==> src/rtl/encoder_n2m_queue_pkg.sv <==
// encoder_n2m_queue shared definitions.
// Default index width plus MSB-priority helper functions.
package encoder_pkg;

  localparam int DEF_M = 2;
  localparam int DEF_N = 1 << DEF_M;

  function automatic logic [DEF_M-1:0] msb_index(
    input logic [DEF_N-1:0] v
  );
    logic [DEF_M-1:0] r;
    r = '0;
    for (int i = 0; i < DEF_N; i++) begin
      if (v[i]) r = DEF_M'(i);
    end
    return r;
  endfunction

  function automatic logic [DEF_N-1:0] msb_onehot(
    input logic [DEF_N-1:0] v
  );
    logic [DEF_N-1:0] r;
    r = '0;
    if (|v) r[msb_index(v)] = 1'b1;
    return r;
  endfunction

endpackage

==> src/rtl/encoder_n2m_queue_if.sv <==
// Request/grant bundle of encoder_n2m_queue.
// master drives en/req/ready; slave (the queue) drives y/valid/pend/ovf/busy.
interface encoder_n2m_queue_if
  import encoder_pkg::*;
#(
  parameter int M = DEF_M
);
  localparam int N = 1 << M;

  logic         en;
  logic [N-1:0] req;
  logic         ready;
  logic [M-1:0] y;
  logic         valid;
  logic [N-1:0] pend;
  logic         ovf;
  logic         busy;

  modport master (
    output en, req, ready,
    input  y, valid, pend, ovf, busy
  );

  modport slave (
    input  en, req, ready,
    output y, valid, pend, ovf, busy
  );

endinterface

==> src/rtl/encoder_n2m_queue_prio.sv <==
// Combinational N-to-M priority encoder, highest set index wins.
// in: cand; out: sel (index), sel_oh (one-hot), any (cand nonzero).
module prio_enc_n2m
  import encoder_pkg::*;
#(
  parameter int M = DEF_M
) (
  input  logic [(1<<M)-1:0] cand,
  output logic [M-1:0]      sel,
  output logic [(1<<M)-1:0] sel_oh,
  output logic              any
);

  localparam int N = 1 << M;

  // Ascending scan: the last set bit seen is the MSB.
  always_comb begin
    sel = '0;
    for (int i = 0; i < N; i++) begin
      if (cand[i]) sel = M'(i);
    end
  end

  assign any    = |cand;
  assign sel_oh = any ? (N'(1) << sel) : '0;

endmodule

==> src/rtl/encoder_n2m_queue.sv <==
// Sequential priority encoder: captures request events into a pending set
// and issues them one index per cycle over valid/ready. Ports: clk, rst, bus.
module encoder_n2m_queue
  import encoder_pkg::*;
#(
  parameter int M = DEF_M
) (
  input  logic                clk,
  input  logic                rst,
  encoder_n2m_queue_if.slave  bus
);

  localparam int N = 1 << M;

  logic [N-1:0] pend_q;
  logic [M-1:0] y_q;
  logic         valid_q;
  logic         ovf_q;

  logic [N-1:0] new_req;
  logic [N-1:0] cand;
  logic [M-1:0] sel;
  logic [N-1:0] sel_oh;
  logic         any;
  logic         take;

  // New requests bypass straight into selection.
  assign new_req = bus.req & {N{bus.en}};
  assign cand    = pend_q | new_req;
  assign take    = !valid_q || bus.ready;

  prio_enc_n2m #(.M(M)) u_prio (
    .cand   (cand),
    .sel    (sel),
    .sel_oh (sel_oh),
    .any    (any)
  );

  always_ff @(posedge clk or posedge rst) begin
    if (rst) begin
      pend_q  <= '0;
      y_q     <= '0;
      valid_q <= 1'b0;
      ovf_q   <= 1'b0;
    end else begin
      if (take) begin
        if (any) begin
          y_q     <= sel;
          valid_q <= 1'b1;
          pend_q  <= cand & ~sel_oh;
        end else begin
          valid_q <= 1'b0;
          pend_q  <= '0;
        end
      end else begin
        pend_q <= cand;
      end
      // A re-request of the index held in y is a fresh entry, not a merge.
      if (|(new_req & pend_q)) ovf_q <= 1'b1;
    end
  end

  assign bus.y     = y_q;
  assign bus.valid = valid_q;
  assign bus.pend  = pend_q;
  assign bus.ovf   = ovf_q;
  assign bus.busy  = valid_q | (|pend_q);

endmodule

==> src/flat_wrapper.sv <==
// flat-port wrapper written by rule: the top's interface ports become plain ports
module encoder_n2m_queue_flat import encoder_pkg::*;
#(
  parameter int M = DEF_M
)
  (clk, rst, bus_en, bus_req, bus_ready, bus_y, bus_valid, bus_pend, bus_ovf, bus_busy);
  encoder_n2m_queue_if #(.M(M)) bus_i ();
  input  logic clk;
  input  logic rst;
  input wire logic [$bits(bus_i.en)-1:0] bus_en;
  input wire logic [$bits(bus_i.req)-1:0] bus_req;
  input wire logic [$bits(bus_i.ready)-1:0] bus_ready;
  output wire logic [$bits(bus_i.y)-1:0] bus_y;
  output wire logic [$bits(bus_i.valid)-1:0] bus_valid;
  output wire logic [$bits(bus_i.pend)-1:0] bus_pend;
  output wire logic [$bits(bus_i.ovf)-1:0] bus_ovf;
  output wire logic [$bits(bus_i.busy)-1:0] bus_busy;
  assign bus_i.en = bus_en;
  assign bus_i.req = bus_req;
  assign bus_i.ready = bus_ready;
  assign bus_y = bus_i.y;
  assign bus_valid = bus_i.valid;
  assign bus_pend = bus_i.pend;
  assign bus_ovf = bus_i.ovf;
  assign bus_busy = bus_i.busy;
  encoder_n2m_queue #(.M(M)) u_core (.clk(clk), .rst(rst), .bus(bus_i));
endmodule
==> config.mk <==
export PLATFORM = sky130hd
export DESIGN_NAME = encoder_n2m_queue_flat
export DESIGN_NICKNAME = d
export VERILOG_FILES = /design/src/rtl/encoder_n2m_queue_pkg.sv /design/src/rtl/encoder_n2m_queue_if.sv /design/src/rtl/encoder_n2m_queue_prio.sv /design/src/rtl/encoder_n2m_queue.sv /design/src/flat_wrapper.sv
export SDC_FILE = /design/constraint.sdc
export NUM_CORES = 1
export LEC_CHECK = 0
export ABC_AREA = 1
export BUFFER_PORTS_ARGS = -buffer_cell sky130_fd_sc_hd__buf_2
export CELL_PAD_IN_SITES_DETAIL_PLACEMENT = 0
export CELL_PAD_IN_SITES_GLOBAL_PLACEMENT = 2
export CORE_UTILIZATION = 25
export CTS_CLUSTER_DIAMETER = 120
export DETAILED_ROUTE_END_ITERATION = 16
export PLACE_DENSITY_LB_ADDON = 0.1
export SLEW_MARGIN = 5
export SYNTH_ARGS = -nofsm -noshare
export SYNTH_HDL_FRONTEND = slang
export SYNTH_HIERARCHICAL = 1
export SYNTH_SLANG_ARGS = --single-unit
==> constraint.sdc <==
create_clock -name clk -period 1.6 [get_ports clk]
set_input_delay 0.16 -clock clk [delete_from_list [all_inputs] [get_ports clk]]
set_output_delay 0.16 -clock clk [all_outputs]
set_load 0.02 [all_outputs]
==> flow_metrics.tcl, run 1 <==
set metrics [dict create \
    status "complete, no violations" \
    reg2reg_from "u_core/bus.pend[2]$_DFF_PP0_" \
    cts_max_level 1 \
    path_delay_family "flip-flops" \
    synth_edf_count 0 \
    hpwl_um 832 \
    rows 14 \
    yosysSeqAreaShare 0.443 \
    wire_per_inst_um 9.34 \
    post-route-cell-area_um2 591 \
    antenna_found_initial 0 \
    slowest_delay_ns 0.41 \
    finClkSkew_ns 0.00473 \
    dieArea_um2 1980 \
    dr_total_vias 429 \
    worstMarginPinSlew_ns 0.338 \
    criticalPathCategory "flop to flop" \
    finalWirelength_mm 1.03 \
    syn_inst 67 \
    cts_made_buffers 3 \
    grt-ovfl-total 0 \
    cp.depth 7 \
    hold_class "input port to flop" \
    clock_path_buffers 2 \
    yosysWarnings 6 \
    numPortBuffers 16 \
    drtAntennaViolNets 0 \
    ys_async_sr_fraction 1.00 \
    fin_nets 96 \
    vias_per_cell 3.90 \
    synth.most_common_cell "nand2_1" \
    worstPathRequired_ns 1.75 \
    cts_tree "built" \
    endpoint_kind "flop" \
    drive_gt1_frac 0.302 \
    cp_max_fo 5 \
    arrival_ns 1.40 \
    cap_violations 0 \
    pin_count 17 \
    syn_area_um2 452 \
    areaGrowthSynthToFinish_pct 30.7 \
    crit_path_cell_trace "a21o_2 > nor2_1 > nand2_1 > inv_1 > o21ai_1 > nand2_1 > inv_1" \
    grt_pass1_wl_mm 1.83 \
    rsz0062_at_grt "false" \
    maxSlewViolCount 0 \
    yosys.area.top_type "dfrtp_1" \
    worstSetupStartpoint "u_core/bus.pend[2]$_DFF_PP0_" \
    antenna_cells 0 \
    relSlewSlack 0.774 \
    drt_iter0_markers 7 \
    fill_cells 180 \
    fmax_mhz 802 \
    die_w_um 44.5 \
    clk_pin_slew_worst_paths_ns 0.06 \
    clock_sinks 8 \
    period_share 0.779 \
    p_leak_nw 0.344 \
    synth.avg_cell_area_um2 6.74 \
    synth_area_leaders "dfrtp_1 44%, nand2_1 17%, inv_1 11%, nand3_1 6.6%, nor2_1 5.0%" \
    hold_viol_final 0 \
    place_area_um2 558 \
    finalSetupViolCount 0 \
    period_needed_ns 1.25 \
    core-area_um2 1590 \
    grt_usage 0.132 \
    grt_pass1_vias 399 \
    p_per_area_nw_per_um2 1040 \
    worst_setup_path_start_kind "flop" \
    post_cts_buffers 0 \
    drc 0 \
    grt_max_degree 9 \
    setup_tns_ns 0 \
    first_pass_iters 4 \
    r2r.worst_path.cells 7 \
    yosys_most_used_dff "dfrtp_1" \
    slowest_stage "dfrtp_1" \
    ir_worst_vdd_v 0.000446 \
    reg2reg_to "u_core/bus.pend[1]$_DFF_PP0_" \
    synthDistinctLibCells 13 \
    gp_congestion 0.799 \
    die_h_um 44.5 \
    crit_path_end "u_core/bus.pend[1]$_DFF_PP0_" \
    synth_commonest_cells "20 x nand2_1, 13 x inv_1, 8 x dfrtp_1, 6 x nand3_1, 6 x nor2_1" \
    start_util 0.283 \
    critPathBufInv 2 \
    synth_top_area_frac 0.443 \
    r2r_setup_slack_ns 0.35 \
    clk_latency_ns 0.25 \
    root_buffer "clkbuf_4" \
    synth_fp_nets 75 \
    synth.ff_latch_count 8 \
]
==> routing by layer <==
| layer | vias up | share of wire | global-route usage | routed length [um] |
|---|---|---|---|---|
| met1 | 177 | 0.54 | 0.198 | 555 |
| li1 | 241 | - | - | - |
| met3 | 2 | 0.046 | 0.0245 | 47 |
| met5 | - | 0 | 0 | 0 |
| met4 | 0 | 0.0088 | 0.0909 | 9 |
| met2 | 9 | 0.40 | 0.168 | 415 |
==> area by class of cell <==
cell class	instances	area [um2]	area share
Clock buffer	3	22.5	0.0381
Inverter	15	56.3	0.0953
Multi-Input combinational cell	43	191	0.324
Tap cell	24	30.0	0.0508
Sequential cell	8	200	0.339
Timing Repair Buffer	17	90.1	0.153
==> worst min path at each step <==
stage,startpoint,endpoint,slack (ns),depth (start not counted)
finish,bus_req[0],u_core/bus.ovf$_DFFE_PP0P_,0.23,5
detailed placement,rst,u_core/bus.y[0]$_DFFE_PP0P_,0.14,2
floorplan,rst,u_core/bus.ovf$_DFFE_PP0P_,-0.02,1
CTS,bus_req[0],u_core/bus.ovf$_DFFE_PP0P_,0.22,5
global placement,rst,u_core/bus.pend[3]$_DFF_PP0_,0.13,2
global route,bus_req[0],u_core/bus.ovf$_DFFE_PP0P_,0.25,5
==> through the flow <==
stage / utilization / power (mW) / worst slack (ns) / instances / hold WS, ns
floorplan: - / 0.397 / 0.364 / 67 / -0.0243
finish: 0.370 / 0.613 / 0.354 / 110 / 0.230
CTS: 0.370 / 0.627 / 0.335 / 110 / 0.225
detailed placement: 0.350 / 0.461 / 0.343 / 106 / 0.143
global route: 0.370 / 0.666 / 0.193 / 110 / 0.254
global placement: 0.350 / 0.462 / 0.340 / 106 / 0.134
==> kinds of logic after synthesis <==
kind of cell,Yosys count,share of synthesized area
and+or+nand+nor,37,0.349
buffers and inverters,16,0.133
DFF,8,0.443
AOI/OAI and AO/OA,6,0.0748
==> where the power goes <==
part           total, mW  switching, mW  leakage (nW)  internal, mW
Clock              0.158         0.0719        0.0138        0.0861
Sequential         0.252         0.0197        0.0827         0.232
Combinational      0.203          0.134         0.247        0.0689
Total              0.613          0.226         0.344         0.387
==> tightest hold or removal path, stage by stage <==
cell     delay (ns)
buf_2          0.09
nand3_1        0.07
nand2_1        0.06
inv_1          0.03
nand2_1        0.05
==> cells in the final DEF (no fill, tap or decap), drive strengths merged <==
master	synthesis	routed
a21o	1	1
buf	0	16
clkbuf	1	3
dfrtp	8	8
dlygate4sd3	0	1
inv	15	15
nand2	23	23
nand3	6	6
nor2	7	7
nor3	1	1
o21ai	5	5
==> sequential cells by signal, indices dropped and copies added (netlist names) <==
register,cells
u_core/bus.pend,4
u_core/bus.y,2
u_core/bus.ovf,1
u_core/bus.valid,1
==> timing repair <==
action	CTS	global route
hold buffers	1	0
gates resized for setup	0	0
hold endpoints to repair	8	0
No activity file was read; power rests on OpenSTA's default activity.
==> inputs of run 2 (changes only) <==
--- a/config.mk
+++ b/config.mk
@@ -9,7 +9,7 @@
 export BUFFER_PORTS_ARGS = -buffer_cell sky130_fd_sc_hd__buf_2
 export CELL_PAD_IN_SITES_DETAIL_PLACEMENT = 0
 export CELL_PAD_IN_SITES_GLOBAL_PLACEMENT = 2
-export CORE_UTILIZATION = 25
+export CORE_UTILIZATION = 21
 export CTS_CLUSTER_DIAMETER = 120
 export DETAILED_ROUTE_END_ITERATION = 16
 export PLACE_DENSITY_LB_ADDON = 0.1
==> constraint.sdc (replaced) <==
create_clock -name clk -period 1.12 [get_ports clk]
set_input_delay 0.112 -clock clk [delete_from_list [all_inputs] [get_ports clk]]
set_output_delay 0.112 -clock clk [all_outputs]
set_load 0.02 [all_outputs]
==> run 2 against run 1 <==
The flow now finishes with violations (setup timing). Clock skew increased by 0.0036 ns. Clock-buffer cell count increased by 1. Die area increased by 18%. Wire length increased by 13%. Total power increased by 77%. Flip-flop and latch count unchanged. Sequential power increased by 44%. Utilization increased by 1.7 points. Design area increased by 30%. First-iteration DRC count unchanged. Global-route usage decreased by 2.3 points. Combinational power increased by 140%. Critical path type is now flop to output pin. Critical endpoint is now bus_busy. Largest cell class is now multi-input combinational cells. Highest routed layer unchanged.
==> flow_metrics.tcl, run 2 (synthesized netlist as in run 1, its figures left out) <==
set metrics [dict create \
    grt-ovfl-total 0 \
    worstPathRequired_ns 1.01 \
    grt_pass1_vias 465 \
    die_h_um 48.4 \
    core-area_um2 1980 \
    fin_util 0.388 \
    drt_iter0_markers 7 \
    grt_max_degree 9 \
    mostFrequentLayoutCells "15 x nand2_1, 14 x buf_2, 10 x inv_1" \
    clk_pin_slew_worst_paths_ns 0.06 \
    wl_met3_um 58 \
    r2r.worst_path.cells 7 \
    numPortBuffers 16 \
    worstMarginPinSlew_ns 0.350 \
    finalSetupViolCount 7 \
    arrival_ns 1.13 \
    hold_path_end "u_core/bus.ovf$_DFFE_PP0P_" \
    drc 0 \
    first_pass_iters 4 \
    clk_latency_ns 0.26 \
    grt_pass1_wl_mm 1.88 \
    dr_total_vias 505 \
    highest_layer "met4" \
    p_leak_nw 0.416 \
    dieArea_um2 2340 \
    cts_max_level 1 \
    hold_viol_final 0 \
    pin_count 17 \
    antenna_found_initial 0 \
    hold_depth 5 \
    reg2reg_from "u_core/bus.pend[2]$_DFF_PP0_" \
    areaGrowthSynthToFinish_pct 70.1 \
    reg2reg_to "u_core/bus.pend[3]$_DFF_PP0_" \
    period_needed_ns 1.24 \
    die_w_um 48.4 \
    maxSlewViolCount 0 \
    violations "setup timing" \
    rsz0062_at_grt "true" \
    fill_cells 220 \
    cap_violations 0 \
    finalWirelength_mm 1.16 \
    r2r_setup_slack_ns -0.06 \
    finClkSkew_ns 0.00835 \
    period_share 1.11 \
    cts_tree "built" \
    wire_per_inst_um 9.38 \
    drt-met1-wl_um 508 \
    fin_nets 106 \
    rows 16 \
    multi_input_area_um2 259 \
    vias_per_cell 4.07 \
    seqCellArea_um2 201 \
    hp-start "bus_req[0]" \
    start_util 0.228 \
    largest_reg_flops 4 \
    endpoint_kind "output pin" \
    p_total_mw 1.09 \
    fin_ws_ns -0.123 \
    p_per_area_nw_per_um2 1410 \
    relSlewSlack 0.766 \
    antenna_cells 0 \
    cts_made_buffers 3 \
    ir_worst_vdd_v 0.000486 \
    drive_gt1_frac 0.567 \
    cp_max_fo 2 \
    grt_usage 0.110 \
    hold_class "input port to flop" \
    worst_setup_path_start_kind "flop" \
    mostFrequentLayoutCell "nand2_1" \
    clock_path_buffers 2 \
    hpwl_um 911 \
    status "finished, violations left" \
    fmax_mhz 804 \
    criticalPathCategory "flop to output pin" \
    drtAntennaViolNets 0 \
    gp_congestion 0.789 \
    root_buffer "clkbuf_4" \
    clock_sinks 8 \
    wl_met2_um 567 \
]
==> run 2: cell types whose count changed in the layout (fill, tap and decap cells not counted), sizes merged <==
cell    previous run  this run
buf               16        26
clkbuf             3         4
==> run 2: worst max-delay path by stage <==
stage	startpoint	endpoint	slack [ns]	depth (start not counted)
final	u_core/bus.pend[0]$_DFF_PP0_	bus_busy	-0.12	4
after global routing	u_core/bus.pend[0]$_DFF_PP0_	bus_busy	-0.23	4
after CTS	u_core/bus.pend[0]$_DFF_PP0_	bus_busy	-0.14	4
after detailed placement	u_core/bus.pend[1]$_DFF_PP0_	u_core/bus.pend[3]$_DFF_PP0_	-0.07	8
after global placement	u_core/bus.pend[1]$_DFF_PP0_	u_core/bus.pend[3]$_DFF_PP0_	-0.08	8
after floorplan	u_core/bus.pend[2]$_DFF_PP0_	u_core/bus.pend[2]$_DFF_PP0_	-0.05	7
==> run 2: layout make-up <==
class                           instances  share of cell area
Tap cell                               27              0.0440
Clock buffer                            4              0.0342
Inverter                               15              0.0765
Sequential cell                         8               0.262
Multi-Input combinational cell         43               0.337
Timing Repair Buffer                   27               0.246
==> run 2: power by group <==
| group | total, mW | switching, mW | leakage (nW) | internal, mW |
|---|---|---|---|---|
| sequential | 0.364 | 0.0297 | 0.0818 | 0.334 |
| combinational | 0.482 | 0.260 | 0.319 | 0.222 |
| clock | 0.240 | 0.103 | 0.0150 | 0.137 |
| total | 1.09 | 0.393 | 0.416 | 0.692 |
==> run 2: per-stage QoR <==
| step | area (um2) | hold slack (ns) | worst slack [ns] | std cells | TNS (ns) |
|---|---|---|---|---|---|
| after floorplan | 459 | -0.0724 | -0.0516 | 67 | -0.204 |
| after global placement | 629 | 0.0704 | -0.0828 | 117 | -0.290 |
| after detailed placement | 629 | 0.0761 | -0.0748 | 117 | -0.253 |
| after CTS | 711 | 0.204 | -0.137 | 123 | -0.330 |
| after global routing | 768 | 0.220 | -0.227 | 124 | -0.780 |
| final | 768 | 0.205 | -0.123 | 124 | -0.343 |
==> run 2: what timing repair did <==
action	in CTS	in global routing
gates cloned	0	0
endpoints found under the setup margin	6	9
gates resized for setup	12	16
pin swaps	6	11
endpoints found under the hold margin	8	0
hold buffers	1	0
setup buffers	1	1
==> run 2: routing by layer <==
| metal | up-vias | track usage |
|---|---|---|
| met4 | 0 | 0.0882 |
| met1 | 226 | 0.125 |
| met5 | - | 0 |
| met3 | 4 | 0.0346 |
| li1 | 260 | - |
| met2 | 15 | 0.169 |
==> run 2: critical path, cell delays in order, from the launching register on <==
cell     delay, ns
dfrtp_1       0.38
buf_6         0.12
nor3_2        0.13
nand3_1       0.10
buf_6         0.14
==> inputs of run 3 (changes only) <==
--- a/config.mk
+++ b/config.mk
@@ -5,11 +5,10 @@
 export SDC_FILE = /design/constraint.sdc
 export NUM_CORES = 1
 export LEC_CHECK = 0
-export ABC_AREA = 1
 export BUFFER_PORTS_ARGS = -buffer_cell sky130_fd_sc_hd__buf_2
 export CELL_PAD_IN_SITES_DETAIL_PLACEMENT = 0
 export CELL_PAD_IN_SITES_GLOBAL_PLACEMENT = 2
-export CORE_UTILIZATION = 21
+export CORE_UTILIZATION = 23
 export CTS_CLUSTER_DIAMETER = 120
 export DETAILED_ROUTE_END_ITERATION = 16
 export PLACE_DENSITY_LB_ADDON = 0.1
==> run 3 against run 2 <==
Die area shrank 12%. Global-route usage grew 0.61 points. Synthesized cell count shrank 37%. Non-clock buffer count grew 2. Clock power is essentially flat. Utilization grew 0.45 points. First-iteration DRC count shrank 71%. The run still ends with setup timing left. Clock skew grew 0.0049 ns. Flip-flop and latch count is the same.
==> flow_metrics.tcl, run 3 <==
set metrics [dict create \
    drt_iter0_markers 2 \
    r2r_setup_slack_ns -0.53 \
    synth_edf_count 0 \
    critPathBufInv 0 \
    status "finished, violations left" \
    cp.depth 5 \
    syn_area_um2 434 \
    finalSetupViolCount 8 \
    drive_gt1_frac 0.541 \
    clockPowerShare 0.227 \
    violations "setup timing" \
    pin_count 17 \
    p_sw_mw 0.340 \
    slowest_delay_ns 0.40 \
    p_per_area_nw_per_um2 1530 \
    antenna_cells 0 \
    setup_tns_ns -3.41 \
    cap_violations 0 \
    grt-ovfl-total 0 \
    grt_pass1_wl_mm 1.64 \
    synthDistinctLibCells 17 \
    numPortBuffers 16 \
    synth.avg_cell_area_um2 10.3 \
    crit_path_cell_trace "a21o_1 > or2_4 > or3_4 > nand2_4 > mux2_4" \
    grt_pass1_vias 360 \
    ir_worst_vdd_v 0.000513 \
    synth_fp_nets 50 \
    maxSlewViolCount 0 \
    first_pass_iters 2 \
    p_comb_frac 0.422 \
    clock_sinks 8 \
    dp.cells 94 \
    worstMarginPinSlew_ns 0.301 \
    synth_area_leaders "dfrtp_1 46%, a21o_1 8.6%, nand2b_1 7.2%, a21boi_1 6.9%, mux2_4 6.9%" \
    slowest_stage "dfrtp_2" \
    worst_setup_path_start_kind "flop" \
    grt_max_degree 9 \
    drc 0 \
    rsz0062_at_grt "true" \
    root_buffer "clkbuf_4" \
    mostFrequentLayoutCell "buf_2" \
    cts_max_level 1 \
    core-area_um2 1750 \
    cts_tree "built" \
    cts_made_buffers 3 \
    r2r.worst_path.cells 5 \
    hold_class "input port to flop" \
    period_share 1.48 \
    p_int_mw 0.708 \
    finClkSkew_ns 0.0133 \
    syn_inst 42 \
    fill_cells 184 \
    clk_latency_ns 0.25 \
    arrival_ns 1.78 \
    yosysWarnings 6 \
    period_needed_ns 1.65 \
    mostFrequentLayoutCells "16 x buf_2, 12 x buf_4, 7 x dfrtp_1" \
    endpoint_kind "flop" \
    die_h_um 45.4 \
    hold_viol_final 0 \
    yosysSeqAreaShare 0.461 \
    synth_top_area_frac 0.461 \
    hold_depth 3 \
    relSlewSlack 0.799 \
    fin_util 0.392 \
    rows 15 \
    criticalPathCategory "flop to flop" \
    synth.most_common_cell "dfrtp_1" \
    fmax_mhz 605 \
    post-route-cell-area_um2 684 \
    antenna_found_initial 0 \
    die_w_um 45.4 \
    swShare 0.324 \
    cp_max_fo 2 \
    clk_pin_slew_worst_paths_ns 0.06 \
    fin_nets 83 \
    dieArea_um2 2070 \
    dr_total_vias 397 \
    fin_ws_ns -0.533 \
    ys_async_sr_fraction 1.00 \
    synth_commonest_cells "8 x dfrtp_1, 5 x a21o_1, 5 x nand2b_1, 4 x a21boi_1" \
    path_delay_family "simple AND/OR/NAND/NOR gates" \
    hpwl_um 903 \
    power_frac_seq 0.351 \
    place_area_um2 643 \
    worstPathRequired_ns 1.25 \
    largest_reg_flops 4 \
    synth.ff_latch_count 8 \
    yosys.area.top_type "dfrtp_1" \
    gp_congestion 0.721 \
    drtAntennaViolNets 0 \
    instances_no_fill 99 \
    clock_path_buffers 2 \
    wire_per_inst_um 10.7 \
    areaGrowthSynthToFinish_pct 57.6 \
    finalWirelength_mm 1.06 \
    yosys_most_used_dff "dfrtp_1" \
    start_util 0.249 \
    p_leak_nw 0.340 \
    vias_per_cell 4.01 \
    grt_usage 0.116 \
]
run 3: changes by cell type after synthesis, sizes merged, moves of 5 or more:
cell    before  now
inv         15    3
nand2b       0    6
o21ai        5    0
nand2       23    3
a21o         1    6
nand3        6    0
run 3: per-layer routing:
metal,track usage,up-vias,part of all wire
met4,0.0364,0,0
li1,-,205,-
met2,0.174,11,0.44
met3,0.0357,0,0.057
met5,0,-,0
met1,0.158,181,0.50
run 3: area by class of cell:
type                            count  area, um2  share of cell area
Multi-Input combinational cell     30        234               0.342
Sequential cell                     8        201               0.294
Timing Repair Buffer               29        180               0.263
Tap cell                           25       31.3              0.0457
Clock buffer                        4       26.3              0.0384
Inverter                            3       11.3              0.0165
run 3: cell families (layout without fill, tap and decap cells):
kind of cell           Yosys count  in the layout  synth area share
muxes                            2              2            0.0692
buffers and inverters            4             36            0.0346
and+or+nand+nor                 16             16             0.225
DFF                              8              8             0.461
AOI/OAI and AO/OA               12             12             0.210
run 3: through the flow:
stage                     hold slack [ns]  worst slack [ns]  total power, mW
after floorplan                   -0.0724            -0.636            0.611
after global placement             0.0700            -0.491            0.815
after detailed placement           0.0784            -0.517            0.812
after CTS                           0.218            -0.539             1.06
after global routing                0.232            -0.586             1.12
final                               0.218            -0.533             1.05
run 3: final timing paths:
| path | start | end |
|---|---|---|
| max | u_core/bus.pend[3]$_DFF_PP0_ | u_core/bus.y[0]$_DFFE_PP0P_ |
| min | bus_en | u_core/bus.ovf$_DFFE_PP0P_ |
| max reg2reg | u_core/bus.pend[3]$_DFF_PP0_ | u_core/bus.y[0]$_DFFE_PP0P_ |
| min reg2reg | u_core/bus.ovf$_DFFE_PP0P_ | u_core/bus.ovf$_DFFE_PP0P_ |
| max in group asynchronous | rst | u_core/bus.pend[3]$_DFF_PP0_ |
| min in group asynchronous | rst | u_core/bus.pend[1]$_DFF_PP0_ |
run 3: worst reg2reg max path, cell delays in order, from the launching register on:
cell	delay, ns
dfrtp_2	0.40
a21o_1	0.17
or2_4	0.25
or3_4	0.35
nand2_4	0.08
mux2_4	0.29
run 3: power groups by stage:
stage	registers (mW)	clock network (mW)	logic, mW
after floorplan	0.448	0	0.163
after global placement	0.372	0	0.442
after detailed placement	0.371	0	0.441
after CTS	0.368	0.245	0.443
after global routing	0.375	0.256	0.485
final	0.368	0.238	0.442
run 3: what timing repair did:
action                                  CTS  global route
endpoints found under the setup margin    8             9
hold buffers                              1             0
endpoints found under the hold margin     8             0
setup buffers                             0             0
cloned                                    0             0
resized for setup                         0             1
